**config.mk**
```make
export PLATFORM = sky130hd
export DESIGN_NAME = uart8
export DESIGN_NICKNAME = d
export VERILOG_FILES = /design/src/rtl/uart8_pkg.sv /design/src/rtl/uart8_baud_gen.sv /design/src/rtl/uart8.sv
export SDC_FILE = /design/constraint.sdc
export NUM_CORES = 1
export LEC_CHECK = 0
export ABC_AREA = 1
export CAP_MARGIN = 15
export CORE_ASPECT_RATIO = 0.9
export CORE_MARGIN = 5
export CORE_UTILIZATION = 50
export DETAILED_ROUTE_END_ITERATION = 12
export DONT_BUFFER_PORTS = 1
export PLACE_DENSITY = 0.74
export RECOVER_POWER = 100
export SYNTH_ARGS = -nofsm -noshare
export SYNTH_HDL_FRONTEND = slang
export SYNTH_SLANG_ARGS = --single-unit
```
**constraint.sdc**
```tcl
create_clock -name clk -period 2.25 [get_ports clk]
set_input_delay 0.3375 -clock clk [delete_from_list [all_inputs] [get_ports clk]]
set_output_delay 0.3375 -clock clk [all_outputs]
set_load 0.02 [all_outputs]
```
**src/rtl/uart8_pkg.sv**
```systemverilog
// uart8_pkg: shared FSM state encoding, data width and baud divider helpers.
package uart8_pkg;

  localparam int unsigned DATA_W = 8;

  typedef logic [1:0] state_t;

  localparam state_t ST_IDLE  = 2'd0;
  localparam state_t ST_START = 2'd1;
  localparam state_t ST_DATA  = 2'd2;
  localparam state_t ST_STOP  = 2'd3;

  // Clocks per TX bit; never below one so the divider stays meaningful.
  function automatic int unsigned tx_div(input int unsigned clock_rate,
                                         input int unsigned baud_rate);
    int unsigned d;
    d = clock_rate / baud_rate;
    return (d == 32'd0) ? 32'd1 : d;
  endfunction

  // Clocks per RX oversampling tick.
  function automatic int unsigned rx_div(input int unsigned clock_rate,
                                         input int unsigned baud_rate,
                                         input int unsigned oversample);
    int unsigned d;
    d = clock_rate / (baud_rate * oversample);
    return (d == 32'd0) ? 32'd1 : d;
  endfunction

endpackage

```
**src/rtl/uart8_baud_gen.sv**
```systemverilog
// uart8_baud_gen: free-running divider, held at zero by clear_i, with a
// registered one-clk tick every DIV clks after clear is released.
module uart8_baud_gen #(
  parameter int unsigned DIV = 2
) (
  input  logic clk,
  input  logic rst,
  input  logic clear_i,
  output logic tick_o
);

  localparam int unsigned CW = (DIV > 1) ? $clog2(DIV) : 1;

  logic [CW-1:0] cnt_q, cnt_d;
  logic          tick_q;

  always_comb begin
    cnt_d = cnt_q + CW'(1);
    if (clear_i || (cnt_q == CW'(DIV - 1))) cnt_d = '0;
  end

  // Tick is registered from the next count so it lines up with cnt_q == DIV-1.
  always_ff @(posedge clk or posedge rst) begin
    if (rst) begin
      cnt_q  <= '0;
      tick_q <= 1'b0;
    end else begin
      cnt_q  <= cnt_d;
      tick_q <= !clear_i && (cnt_d == CW'(DIV - 1));
    end
  end

  assign tick_o = tick_q;

endmodule

```
**src/rtl/uart8.sv**
```systemverilog
// uart8: full-duplex 8N1 UART, independent TX and oversampling RX engines.
// Build option: define UART8_RX_SYNC_EN to add a 2-flop synchronizer on rxIn.
module uart8
  import uart8_pkg::*;
#(
  parameter int unsigned CLOCK_RATE         = 12000000,
  parameter int unsigned BAUD_RATE          = 9600,
  parameter int unsigned RX_OVERSAMPLE_RATE = 16
) (
  input  logic              clk,
  input  logic              reset,
  input  logic              rxEn,
  input  logic              rxIn,
  output logic              rxBusy,
  output logic              rxDone,
  output logic              rxErr,
  output logic [DATA_W-1:0] rxOut,
  input  logic              txEn,
  input  logic              txStart,
  input  logic [DATA_W-1:0] txIn,
  output logic              txBusy,
  output logic              txDone,
  output logic              txOut
);

  localparam int unsigned TX_DIV = tx_div(CLOCK_RATE, BAUD_RATE);
  localparam int unsigned RX_DIV = rx_div(CLOCK_RATE, BAUD_RATE, RX_OVERSAMPLE_RATE);
  localparam int unsigned BIT_W  = $clog2(DATA_W);
  localparam int unsigned TCNT_W = $clog2(RX_OVERSAMPLE_RATE);
  localparam int unsigned HALF   = RX_OVERSAMPLE_RATE / 2;

  logic rx_s;

`ifdef UART8_RX_SYNC_EN
  logic sync1_q, sync2_q;
  always_ff @(posedge clk or posedge reset) begin
    if (reset) begin
      sync1_q <= 1'b1;
      sync2_q <= 1'b1;
    end else begin
      sync1_q <= rxIn;
      sync2_q <= sync1_q;
    end
  end
  assign rx_s = sync2_q;
`else
  assign rx_s = rxIn;
`endif

  // ---------------- transmitter ----------------
  state_t            tx_state_q, tx_state_d;
  logic [DATA_W-1:0] tx_shreg_q, tx_shreg_d;
  logic [BIT_W-1:0]  tx_bit_q, tx_bit_d;
  logic              tx_out_q, tx_out_d;
  logic              tx_busy_q, tx_busy_d;
  logic              tx_done_q, tx_done_d;
  logic              tx_idle, tx_tick;

  assign tx_idle = (tx_state_q == ST_IDLE);

  uart8_baud_gen #(.DIV(TX_DIV)) u_tx_baud (
    .clk    (clk),
    .rst    (reset),
    .clear_i(tx_idle),
    .tick_o (tx_tick)
  );

  always_ff @(posedge clk or posedge reset) begin
    if (reset) begin
      tx_state_q <= ST_IDLE;
      tx_shreg_q <= '0;
      tx_bit_q   <= '0;
      tx_out_q   <= 1'b1;
      tx_busy_q  <= 1'b0;
      tx_done_q  <= 1'b0;
    end else begin
      tx_state_q <= tx_state_d;
      tx_shreg_q <= tx_shreg_d;
      tx_bit_q   <= tx_bit_d;
      tx_out_q   <= tx_out_d;
      tx_busy_q  <= tx_busy_d;
      tx_done_q  <= tx_done_d;
    end
  end

  // START emits bit 0 on its closing tick; DATA then walks bits 1..7 and the stop bit.
  always_comb begin
    tx_state_d = tx_state_q;
    tx_shreg_d = tx_shreg_q;
    tx_bit_d   = tx_bit_q;
    tx_out_d   = tx_out_q;
    tx_busy_d  = tx_busy_q;
    tx_done_d  = 1'b0;
    if (!tx_idle && !txEn) begin
      tx_state_d = ST_IDLE;
      tx_out_d   = 1'b1;
      tx_busy_d  = 1'b0;
    end else begin
      case (tx_state_q)
        ST_IDLE: begin
          tx_out_d = 1'b1;
          if (txEn && txStart) begin
            tx_shreg_d = txIn;
            tx_busy_d  = 1'b1;
            tx_out_d   = 1'b0;
            tx_state_d = ST_START;
          end
        end
        ST_START: if (tx_tick) begin
          tx_out_d   = tx_shreg_q[0];
          tx_shreg_d = tx_shreg_q >> 1;
          tx_bit_d   = '0;
          tx_state_d = ST_DATA;
        end
        ST_DATA: if (tx_tick) begin
          if (tx_bit_q == BIT_W'(DATA_W - 1)) begin
            tx_out_d   = 1'b1;
            tx_state_d = ST_STOP;
          end else begin
            tx_out_d   = tx_shreg_q[0];
            tx_shreg_d = tx_shreg_q >> 1;
            tx_bit_d   = tx_bit_q + BIT_W'(1);
          end
        end
        ST_STOP: if (tx_tick) begin
          tx_done_d  = 1'b1;
          tx_busy_d  = 1'b0;
          tx_state_d = ST_IDLE;
        end
        default: tx_state_d = ST_IDLE;
      endcase
    end
  end

  assign txOut  = tx_out_q;
  assign txBusy = tx_busy_q;
  assign txDone = tx_done_q;

  // ---------------- receiver ----------------
  state_t            rx_state_q, rx_state_d;
  logic [DATA_W-1:0] rx_shreg_q, rx_shreg_d;
  logic [DATA_W-1:0] rx_out_q, rx_out_d;
  logic [BIT_W-1:0]  rx_bit_q, rx_bit_d;
  logic [TCNT_W-1:0] rx_tcnt_q, rx_tcnt_d;
  logic              rx_busy_q, rx_busy_d;
  logic              rx_done_q, rx_done_d;
  logic              rx_err_q, rx_err_d;
  logic              rx_prev_q;
  logic              rx_idle, rx_tick, rx_fall;

  assign rx_idle = (rx_state_q == ST_IDLE);
  assign rx_fall = rx_prev_q & ~rx_s;

  uart8_baud_gen #(.DIV(RX_DIV)) u_rx_baud (
    .clk    (clk),
    .rst    (reset),
    .clear_i(rx_idle),
    .tick_o (rx_tick)
  );

  always_ff @(posedge clk or posedge reset) begin
    if (reset) begin
      rx_state_q <= ST_IDLE;
      rx_shreg_q <= '0;
      rx_out_q   <= '0;
      rx_bit_q   <= '0;
      rx_tcnt_q  <= '0;
      rx_busy_q  <= 1'b0;
      rx_done_q  <= 1'b0;
      rx_err_q   <= 1'b0;
      rx_prev_q  <= 1'b1;
    end else begin
      rx_state_q <= rx_state_d;
      rx_shreg_q <= rx_shreg_d;
      rx_out_q   <= rx_out_d;
      rx_bit_q   <= rx_bit_d;
      rx_tcnt_q  <= rx_tcnt_d;
      rx_busy_q  <= rx_busy_d;
      rx_done_q  <= rx_done_d;
      rx_err_q   <= rx_err_d;
      rx_prev_q  <= rx_s;
    end
  end

  // Frame completes at the mid-stop sample so the next start edge is never missed.
  always_comb begin
    rx_state_d = rx_state_q;
    rx_shreg_d = rx_shreg_q;
    rx_out_d   = rx_out_q;
    rx_bit_d   = rx_bit_q;
    rx_tcnt_d  = rx_tcnt_q;
    rx_busy_d  = rx_busy_q;
    rx_err_d   = rx_err_q;
    rx_done_d  = 1'b0;
    if (!rx_idle && !rxEn) begin
      rx_state_d = ST_IDLE;
      rx_busy_d  = 1'b0;
    end else begin
      case (rx_state_q)
        ST_IDLE: if (rxEn && rx_fall) begin
          rx_busy_d  = 1'b1;
          rx_err_d   = 1'b0;
          rx_tcnt_d  = '0;
          rx_state_d = ST_START;
        end
        ST_START: if (rx_tick) begin
          if (rx_tcnt_q == TCNT_W'(HALF - 1)) begin
            rx_tcnt_d = '0;
            rx_bit_d  = '0;
            if (rx_s) begin
              rx_busy_d  = 1'b0;
              rx_state_d = ST_IDLE;
            end else begin
              rx_state_d = ST_DATA;
            end
          end else begin
            rx_tcnt_d = rx_tcnt_q + TCNT_W'(1);
          end
        end
        ST_DATA: if (rx_tick) begin
          if (rx_tcnt_q == TCNT_W'(RX_OVERSAMPLE_RATE - 1)) begin
            rx_tcnt_d  = '0;
            rx_shreg_d = {rx_s, rx_shreg_q[DATA_W-1:1]};
            if (rx_bit_q == BIT_W'(DATA_W - 1)) rx_state_d = ST_STOP;
            else                                 rx_bit_d   = rx_bit_q + BIT_W'(1);
          end else begin
            rx_tcnt_d = rx_tcnt_q + TCNT_W'(1);
          end
        end
        ST_STOP: if (rx_tick) begin
          if (rx_tcnt_q == TCNT_W'(RX_OVERSAMPLE_RATE - 1)) begin
            rx_err_d   = !rx_s;
            rx_out_d   = rx_shreg_q;
            rx_done_d  = 1'b1;
            rx_busy_d  = 1'b0;
            rx_state_d = ST_IDLE;
          end else begin
            rx_tcnt_d = rx_tcnt_q + TCNT_W'(1);
          end
        end
        default: rx_state_d = ST_IDLE;
      endcase
    end
  end

  assign rxOut  = rx_out_q;
  assign rxBusy = rx_busy_q;
  assign rxDone = rx_done_q;
  assign rxErr  = rx_err_q;

endmodule

```
Word level (Yosys, flattened, before mapping)
Index checks and enable logic that the tools add are counted.
W data, S select, Z words.
{"block": "word_totals", "regBits": 65, "inputBits": 14, "output_inout_bits": 14}
{"block": "classes", "add_sub_neg": 5, "eq_ne": 41, "muxes": 72, "bitwise": 4, "reduce_logical": 34}
{"cell": "$mux W2", "count": 16}
{"cell": "$mux W8", "count": 4}
{"cell": "$mux W4", "count": 7}
{"cell": "$mux W1", "count": 25}
{"cell": "$mux W3", "count": 8}
{"cell": "$ne A3 B3 Y1 const B", "count": 8}
{"cell": "$pmux W8 S3", "count": 1}
{"cell": "$eq A11 B11 Y1 const B", "count": 2}
{"cell": "$ne A3 B2 Y1 const B", "count": 6}
{"cell": "$ne A2 B2 Y1 const B", "count": 8}
{"cell": "$pmux W2 S4", "count": 2}
{"cell": "$pmux W4 S4", "count": 1}
{"cell": "$reduce_and A5 Y1", "count": 3}
{"cell": "$eq A7 B7 Y1 const B", "count": 2}
{"cell": "$reduce_and A7 Y1", "count": 2}
{"cell": "$pmux W3 S2", "count": 2}
{"cell": "$reduce_and A6 Y1", "count": 2}
{"cell": "$add A11 B1 Y11 const B", "count": 1}
{"cell": "$mux W11", "count": 1}
{"cell": "$ne A2 B1 Y1 const B", "count": 5}
{"cell": "$eq A2 B2 Y1 const B", "count": 4}
{"cell": "$reduce_and A4 Y1", "count": 2}
{"cell": "$reduce_and A8 Y1", "count": 1}
{"cell": "$reduce_bool A4 Y1", "count": 2}
{"cell": "19 further kinds", "count": 41}

Longest topological paths before layout
Gate-level depths: netlist (run 1).
{"block": "depth", "depth_word": 6, "ltp_mapped": 9}

Hierarchy
Synthesis (run 1) repeated with hierarchy kept, for this count alone.
{"block": "unflattened", "cells_unflattened": 451, "area_unflattened_um2": 3597.2}
{"module": "uart8", "instances": 1, "cells_per_inst": 300, "area_each_um2": 2427.3, "seq_area_each_um2": 1128.6}
{"module": "uart8_baud_gen at u_tx_baud", "instances": 1, "cells_per_inst": 92, "area_each_um2": 715.7, "seq_area_each_um2": 300.3}
{"module": "uart8_baud_gen at u_rx_baud", "instances": 1, "cells_per_inst": 59, "area_each_um2": 454.2, "seq_area_each_um2": 200.2}

Worst setup path before layout (run 1)
OpenSTA, ideal clock, no wires.
{"block": "synth_timing", "kind": "register to register", "from": "reg tx_state_q[0]", "to": "reg tx_shreg_q[0]", "arrival_time_ns": 1.606, "required_ns": 2.173, "setup_slack_ns": 0.567, "path_stages_with_launch": 10, "n_path_buf": 2, "synth_period_minus_slack_ns": 1.683, "path_cell_list": "dfrtp_1 inv_1 ha_1 clkbuf_1 o21ai_2 nand2_1 nor3_4 buf_4 nor2_1 a21oi_1"}
{"block": "synth_between", "elab_chain_len": 5}
{"element": "start, declared", "line_no": "uart8.sv:51", "rtl": "state_t tx_state_q, tx_state_d;"}
{"element": "start signal, assigned", "line_no": "uart8.sv:77", "rtl": "tx_state_q <= tx_state_d;"}
{"element": "branches (longest 5 deep; another with $reduce_and A6 Y1)"}
{"element": "end signal, assigned", "line_no": "uart8.sv:78", "rtl": "tx_shreg_q <= tx_shreg_d;"}
{"element": "end, declared", "line_no": "uart8.sv:52", "rtl": "logic [DATA_W-1:0] tx_shreg_q, tx_shreg_d;"}
Several ways; the timed one is not identified.
A chain may end at the register's enable or synchronous reset.

Worst setup path in the final report (run 1)
{"block": "layout_timing", "from": "reg tx_state_q[0]", "to": "reg tx_state_q[0]"}
{"block": "layout_between", "elab_chain_len": 5}
{"element": "$logic_not A2 Y1", "line_no": "uart8.sv:59, uart8.sv:99"}
{"element": "$logic_not A1 Y1", "line_no": "uart8.sv:94", "rtl": "if (!tx_idle && !txEn) begin"}
{"element": "$logic_and A1 B1 Y1", "line_no": "uart8.sv:94"}
{"element": "$ne A3 B2 Y1 (no line) or $ne A3 B3 Y1 (tied branches)"}
{"element": "$reduce_and A5 Y1 (no line)"}
Parallel ways exist; a longest one is shown, timed or not.

==> impl_metrics.json, run 1 <==
{
  "dieArea_um2": 8334,
  "num_vias": 2586,
  "ant_nets": 0,
  "yosys-top-cells-area": "dfrtp_1 48%, nand2_1 9.7%, nor2_1 6.3%, inv_1 6.1%, ha_1 5.3%",
  "post_cts_resized": 0,
  "cp_slowest_cell": "dfrtp_1",
  "crit_family": "simple AND/OR/NAND/NOR gates",
  "synth_top_area_cell": "dfrtp_1",
  "grt_max_degree": 66,
  "tightest_slew_ps": 1382,
  "cts_setup_buffers": 0,
  "crit_end": "tx_state_q[0]",
  "fillers": 607,
  "cts_sinks": 65,
  "hpwl_mm": 4.370,
  "synth_top_family_by_area": "simple AND/OR/NAND/NOR gates",
  "path_clk_slew_ps": 80,
  "min_path_type": "input port to register",
  "yosysSeqAreaShare_pct": 49.32,
  "synth_compound_area_share_pct": 12.12,
  "cts-root-buf": "clkbuf_8",
  "max_freq_mhz": 511.8,
  "portBuffers": 0,
  "setup_viol": 0,
  "synth_fp_nets": 427,
  "fin_worst_skew_ps": 11.47,
  "rrSetupSlack_ps": 300,
  "firstDrtPassIters": 6,
  "yosys.area_share.simple_pct": 25.00,
  "final_hold_viol_count": 0,
  "p_leak_uw": 0.001793,
  "worstPathCellList": "inv_1, ha_1, nor2_1, inv_1, nand3_1, nand2_1, nor2_1, o211ai_1, o21ai_0",
  "cts_buffers": 9,
  "timing.critical_path.buf_inv": 2,
  "synth_enable_flop_cells": 0,
  "async_reset_ff_share_pct": 100.0,
  "tns_ps": 0,
  "wl_mm": 6.143,
  "num_io_pins": 28,
  "initial_core_util_pct": 50.69,
  "holdBufCountCts": 2,
  "clk_latency_ps": 340,
  "p_per_area_nw_per_um2": 1162,
  "cp-end-kind": "register",
  "required_ps": 2510,
  "synth_area_per_cell_um2": 8.279,
  "syn_area_um2": 3303,
  "postSynthCellCount": 399,
  "htree_levels": 3,
  "fin_nets": 438,
  "start_kind": "register",
  "synth-seq-cells": 65,
  "avgRoutedWirePerCell_um": 12.16,
  "drt_iter0_markers": 113,
  "diodes": 0,
  "yosys-mux-area-fraction_pct": 0,
  "ir_worst_vdd_uv": 388.3,
  "fp.dieH_um": 87.11,
  "yosysMostFrequentCell": "nand2_1",
  "maxSlewHeadroom_pct": 7.864,
  "overflow": 0,
  "rows": 28,
  "synth_fa_ha_area_share_pct": 5.303,
  "synth_xor_area_share_pct": 1.061,
  "drc": 0,
  "grtUsageTotal_pct": 16.30,
  "status": "finished, final reports clean",
  "cp-startpoint": "tx_state_q[0]",
  "antenna_found_initial": 0,
  "cts_buffer_depth": 2,
  "cp.depth": 9,
  "cts_tree": "done",
  "r2r-end": "tx_state_q[0]",
  "coreArea_um2": 6516,
  "rsz0062_at_grt": "false",
  "areaGrowthSynthToFinish_pct": 10.38,
  "synth_common_cells": "85 x nand2_1, 63 x dfrtp_1, 55 x nor2_1",
  "whs_ps": 148.3,
  "grt_first_pass_wirelength_mm": 10.66,
  "cp.arrival_ps": 2210,
  "min_period_over_period_pct": 86.83,
  "reg2reg_depth": 9,
  "ys.flop_type": "dfrtp_1",
  "gp_congestion": 0.9056,
  "max-cap-violations": 0,
  "yosys_warnings": 0,
  "via_per_inst": 5.121,
  "min_period_ps": 1954,
  "rr_startpoint": "tx_state_q[0]",
  "path_class": "register to register",
  "cp_max_fo": 6,
  "grt_pass1_vias": 2440,
  "slowest_delay_ps": 400,
  "synth_cell_types": 35,
  "maxSlewViolCount": 0,
  "drive_gt1_share_pct": 6.506,
  "yosysTopAreaCellShare_pct": 47.73,
  "die_w_um": 95.68
}
-- worst min path at each step --
stage            start  slack [ps]  cells past startpoint                  to
3_3_place_gp     reset         320                      2  u_tx_baud.cnt_q[7]
2_1_floorplan     rxIn         340                      0           rx_prev_q
5_1_grt        txIn[1]         150                      2       tx_shreg_q[1]
3_5_place_dp     reset         330                      2  u_tx_baud.cnt_q[7]
6_report       txIn[2]         150                      2       tx_shreg_q[2]
4_1_cts        txIn[2]         130                      2       tx_shreg_q[2]
-- power breakdown --
group	internal, uW	switching, uW	total [uW]
Clock	742	465	1210
Combinational	474	917	1390
Sequential	1410	223	1640
-- state kept, by name, summed over array words and instances, names as in the netlist --
register          count
txDone                1
tx_shreg_q            8
txOut                 1
u_rx_baud.tick_o      1
rxErr                 1
rxDone                1
rx_tcnt_q             4
rx_bit_q              3
u_tx_baud.tick_o      1
rx_shreg_q            8
u_rx_baud.cnt_q       7
tx_bit_q              3
rx_prev_q             1
rxOut                 8
rx_state_q            2
rxBusy                1
txBusy                1
u_tx_baud.cnt_q      11
tx_state_q            2
-- final cells by class --
cell class | count | area, um2 | area share [%]
clock inverter | 6 | 115.1 | 3.157
inverter | 55 | 206.4 | 5.662
sequential | 65 | 1629 | 44.68
timing repair buffer | 5 | 40.04 | 1.098
multi-input combinational | 274 | 1415 | 38.81
tap | 90 | 112.6 | 3.089
clock buffer | 10 | 127.6 | 3.500
-- worst reg2reg max path, delay by kind of cell, from the launching register on --
kind,cells,cell delay [ps]
buf+inv,2,230
simple gates,4,730
compound gates,2,230
flops,1,400
fa+ha+maj,1,270
-- metrics by stage --
stage / power (uW) / std cells / utilization, % / cell area, um2 / setup WS, ps
global placement: 3028 / 487 / 52.48 / 3420 / 471.4
global route: 4559 / 505 / 55.95 / 3646 / 57.85
detailed placement: 3073 / 487 / 52.48 / 3420 / 352.7
floorplan: 2762 / 399 / - / 3303 / 289.4
CTS: 4314 / 505 / 56.51 / 3682 / 303.1
finish: 4235 / 505 / 55.95 / 3646 / 296.3
-- placed cells by master, fill, tap and decap left out, drive strengths merged, types with 3 or more instances in the layout --
| cell type | instances |
|---|---|
| a21oi | 11 |
| a31oi | 8 |
| buf | 3 |
| bufinv | 3 |
| clkbuf | 10 |
| dfrtp | 63 |
| ha | 14 |
| inv | 55 |
| nand2 | 86 |
| nand3 | 26 |
| nand4 | 6 |
| nor2 | 58 |
| nor3 | 6 |
| o21a | 5 |
| o21ai | 37 |
-- cells by family after synthesis --
kind of cell             Yosys count
AND/OR/NAND/NOR                  187
flip-flops                        65
AO/OA/AOI/OAI                     69
adder cells (fa/ha/maj)           14
XOR/XNOR                           4
buffers and inverters             60
-- per-layer routing --
layer | part of all wire, % | global-route usage, % | vias to the layer above
li1 | - | - | 1313
met1 | 48 | 21.48 | 1196
met2 | 45 | 25.57 | 68
met3 | 5.3 | 4.667 | 9
met4 | 1.7 | 5.943 | 0
met5 | 0 | 0 | -
No activity file was read; power rests on OpenSTA's default activity.
==> run 2: changes to the inputs <==
ABC_AREA = 0   (was 1)
CORE_UTILIZATION = 55   (was 50)
PLACE_DENSITY = 0.79   (was 0.74)
==> run 2 against run 1 <==
Register-to-register slack lost 180 ps. Flip-flop and latch count unchanged. Via count fell by 6.2%. Core utilization up 6.0 points. Largest cell class is now multi-input gates. Fmax down 8.3%. Largest power group unchanged.
==> impl_metrics.json, run 2 <==
{
  "max_freq_mhz": 469.5,
  "synth_area_per_cell_um2": 10.60,
  "cts_setup_buffers": 0,
  "diodes": 0,
  "cts_sinks": 65,
  "final_cells": 408,
  "synth_cell_types": 58,
  "synth_common_cells": "63 x dfrtp_1, 31 x mux2_2, 29 x nor2_1",
  "grt_pass1_vias": 2370,
  "min_period_ps": 2130,
  "overflow": 0,
  "synth_top_area_cell": "dfrtp_1",
  "fin_worst_skew_ps": 4.483,
  "num_vias": 2425,
  "synth-seq-cells": 65,
  "num_io_pins": 28,
  "ant_nets": 0,
  "rrSetupSlack_ps": 120,
  "fin_nets": 359,
  "postSynthCellCount": 322,
  "top_register": "u_tx_baud.cnt_q",
  "cts_buffers": 9,
  "tns_ps": 0,
  "internal-power_uw": 2565,
  "min_period_over_period_pct": 94.65,
  "cts_tree": "done",
  "fp.dieH_um": 84.75,
  "cp_max_fo": 8,
  "async_reset_ff_share_pct": 100.0,
  "min_path_cells": 1,
  "antenna_found_initial": 0,
  "syn_area_um2": 3415,
  "cp-end-kind": "register",
  "cts-root-buf": "clkbuf_8",
  "dieArea_um2": 7886,
  "coreArea_um2": 6081,
  "clk_latency_ps": 340,
  "synth_fp_nets": 350,
  "min_path_type": "input port to register",
  "final_hold_viol_count": 0,
  "avgRoutedWirePerCell_um": 15.98,
  "tightest_slew_ps": 835.3,
  "status": "finished, final reports clean",
  "cts_buffer_depth": 2,
  "gp_congestion": 0.8638,
  "drt_iter0_markers": 157,
  "path_class": "register to register",
  "hold_start": "txEn",
  "reg2reg_depth": 6,
  "grt_first_pass_wirelength_mm": 11.25,
  "placed_cells": 390,
  "largest_reg_flops": 11,
  "cp.arrival_ps": 2360,
  "fillers": 478,
  "rsz0062_at_grt": "false",
  "required_ps": 2480,
  "ys.flop_type": "dfrtp_1",
  "grtUsageTotal_pct": 17.99,
  "whs_ps": 48.18,
  "wl_mm": 6.519,
  "p_per_area_nw_per_um2": 997.2,
  "drive_gt1_share_pct": 19.35,
  "yosysMostFrequentCell": "dfrtp_1",
  "path_clk_slew_ps": 70,
  "power_frac_seq_pct": 40.1,
  "initial_core_util_pct": 56.15,
  "hpwl_mm": 4.544,
  "drc": 0,
  "grt_max_degree": 32,
  "hold_path_end": "txOut",
  "yosysTopAreaCellShare_pct": 46.17,
  "max-cap-violations": 0,
  "p_leak_uw": 0.001658,
  "start_kind": "register",
  "yosysSeqAreaShare_pct": 47.71,
  "synth_enable_flop_cells": 0,
  "htree_levels": 3,
  "via_per_inst": 5.944,
  "p_switching_uw": 1193,
  "yosys-top-cells-area": "dfrtp_1 46%, mux2_2 10%, ha_1 5.1%, nor2_1 3.2%, inv_1 2.3%",
  "portBuffers": 0,
  "clockPowerShare_pct": 32.2,
  "final_cell_mix": "63 x dfrtp_1, 31 x mux2_2, 29 x nor2_1",
  "maxSlewViolCount": 0,
  "yosys_warnings": 0,
  "ir_worst_vdd_uv": 393.0,
  "cp-startpoint": "tx_bit_q[0]",
  "rows": 27,
  "areaGrowthSynthToFinish_pct": 10.37,
  "p_comb_share_pct": 27.7,
  "switching_share_pct": 31.75,
  "die_w_um": 93.06,
  "r2r-end": "tx_shreg_q[5]",
  "rr_startpoint": "tx_bit_q[0]",
  "maxSlewHeadroom_pct": 44.31,
  "final_common_cell": "dfrtp_1",
  "firstDrtPassIters": 4,
  "setup_viol": 0
}
## run 2: what timing repair did
item | CTS | global route
endpoints found under the hold margin | 19 | 0
endpoints found under the setup margin | 0 | 0
gates resized for setup | 0 | 0
hold buffers | 2 | 0
## run 2: worst max-delay path, stage by stage (launching register included)
cell,delay (ps)
dfrtp_1,400
ha_1,200
ha_1,210
nand2b_1,180
a21oi_1,170
nand4b_1,410
mux2_2,430
## run 2: layout make-up
cell class	instances	area, um2	share of cell area [%]
clock buffers	9	123.9	3.287
clock inverters	7	118.9	3.154
inverters	21	78.83	2.092
multi-input cells	223	1650	43.79
flip-flops and latches	65	1629	43.23
well taps	72	90.09	2.390
repair buffers	11	77.57	2.058
## run 2: how the worst max path moves through the flow
stage                    endpoint  slack [ps]
floorplan                  rxBusy         290
global placement    tx_shreg_q[7]         280
detailed placement  tx_shreg_q[7]         170
CTS                 tx_shreg_q[5]         170
global route        tx_shreg_q[5]          70
finish              tx_shreg_q[5]         120
## run 2: through the flow
stage	cell area, um2	power (uW)	setup WS, ps	utilization (%)
detailed placement	3528	2574	174.6	58.02
global route	3769	3970	67.09	61.98
floorplan	3415	2333	289.4	-
global placement	3528	2513	279.0	58.02
finish	3769	3758	120.3	61.98
CTS	3791	3780	167.2	62.35
## run 2: cell families after synthesis
logic type               synth area share, %
AND/OR/NAND/NOR                        16.78
multiplexers                           11.98
flip-flops                             47.71
AO/OA/AOI/OAI                          11.36
adder cells (fa/ha/maj)                5.130
buffers and inverters                  3.958
XOR/XNOR                               3.078
## run 2: routing by layer
metal	vias up	wire [um]	track usage (%)
met1	1180	2988	23.43
met5	-	0	0
met3	13	264	5.735
met4	0	93	4.927
li1	1172	-	-
met2	60	3172	28.97
## run 2: power groups by stage
stage                     Clock, uW  Sequential [uW]  Combinational [uW]
after floorplan                   0             1480                 854
after global placement            0             1520                 995
after detailed placement          0             1530                1040
after CTS                      1220             1510                1050
after global routing           1270             1530                1170
final                          1210             1510                1040
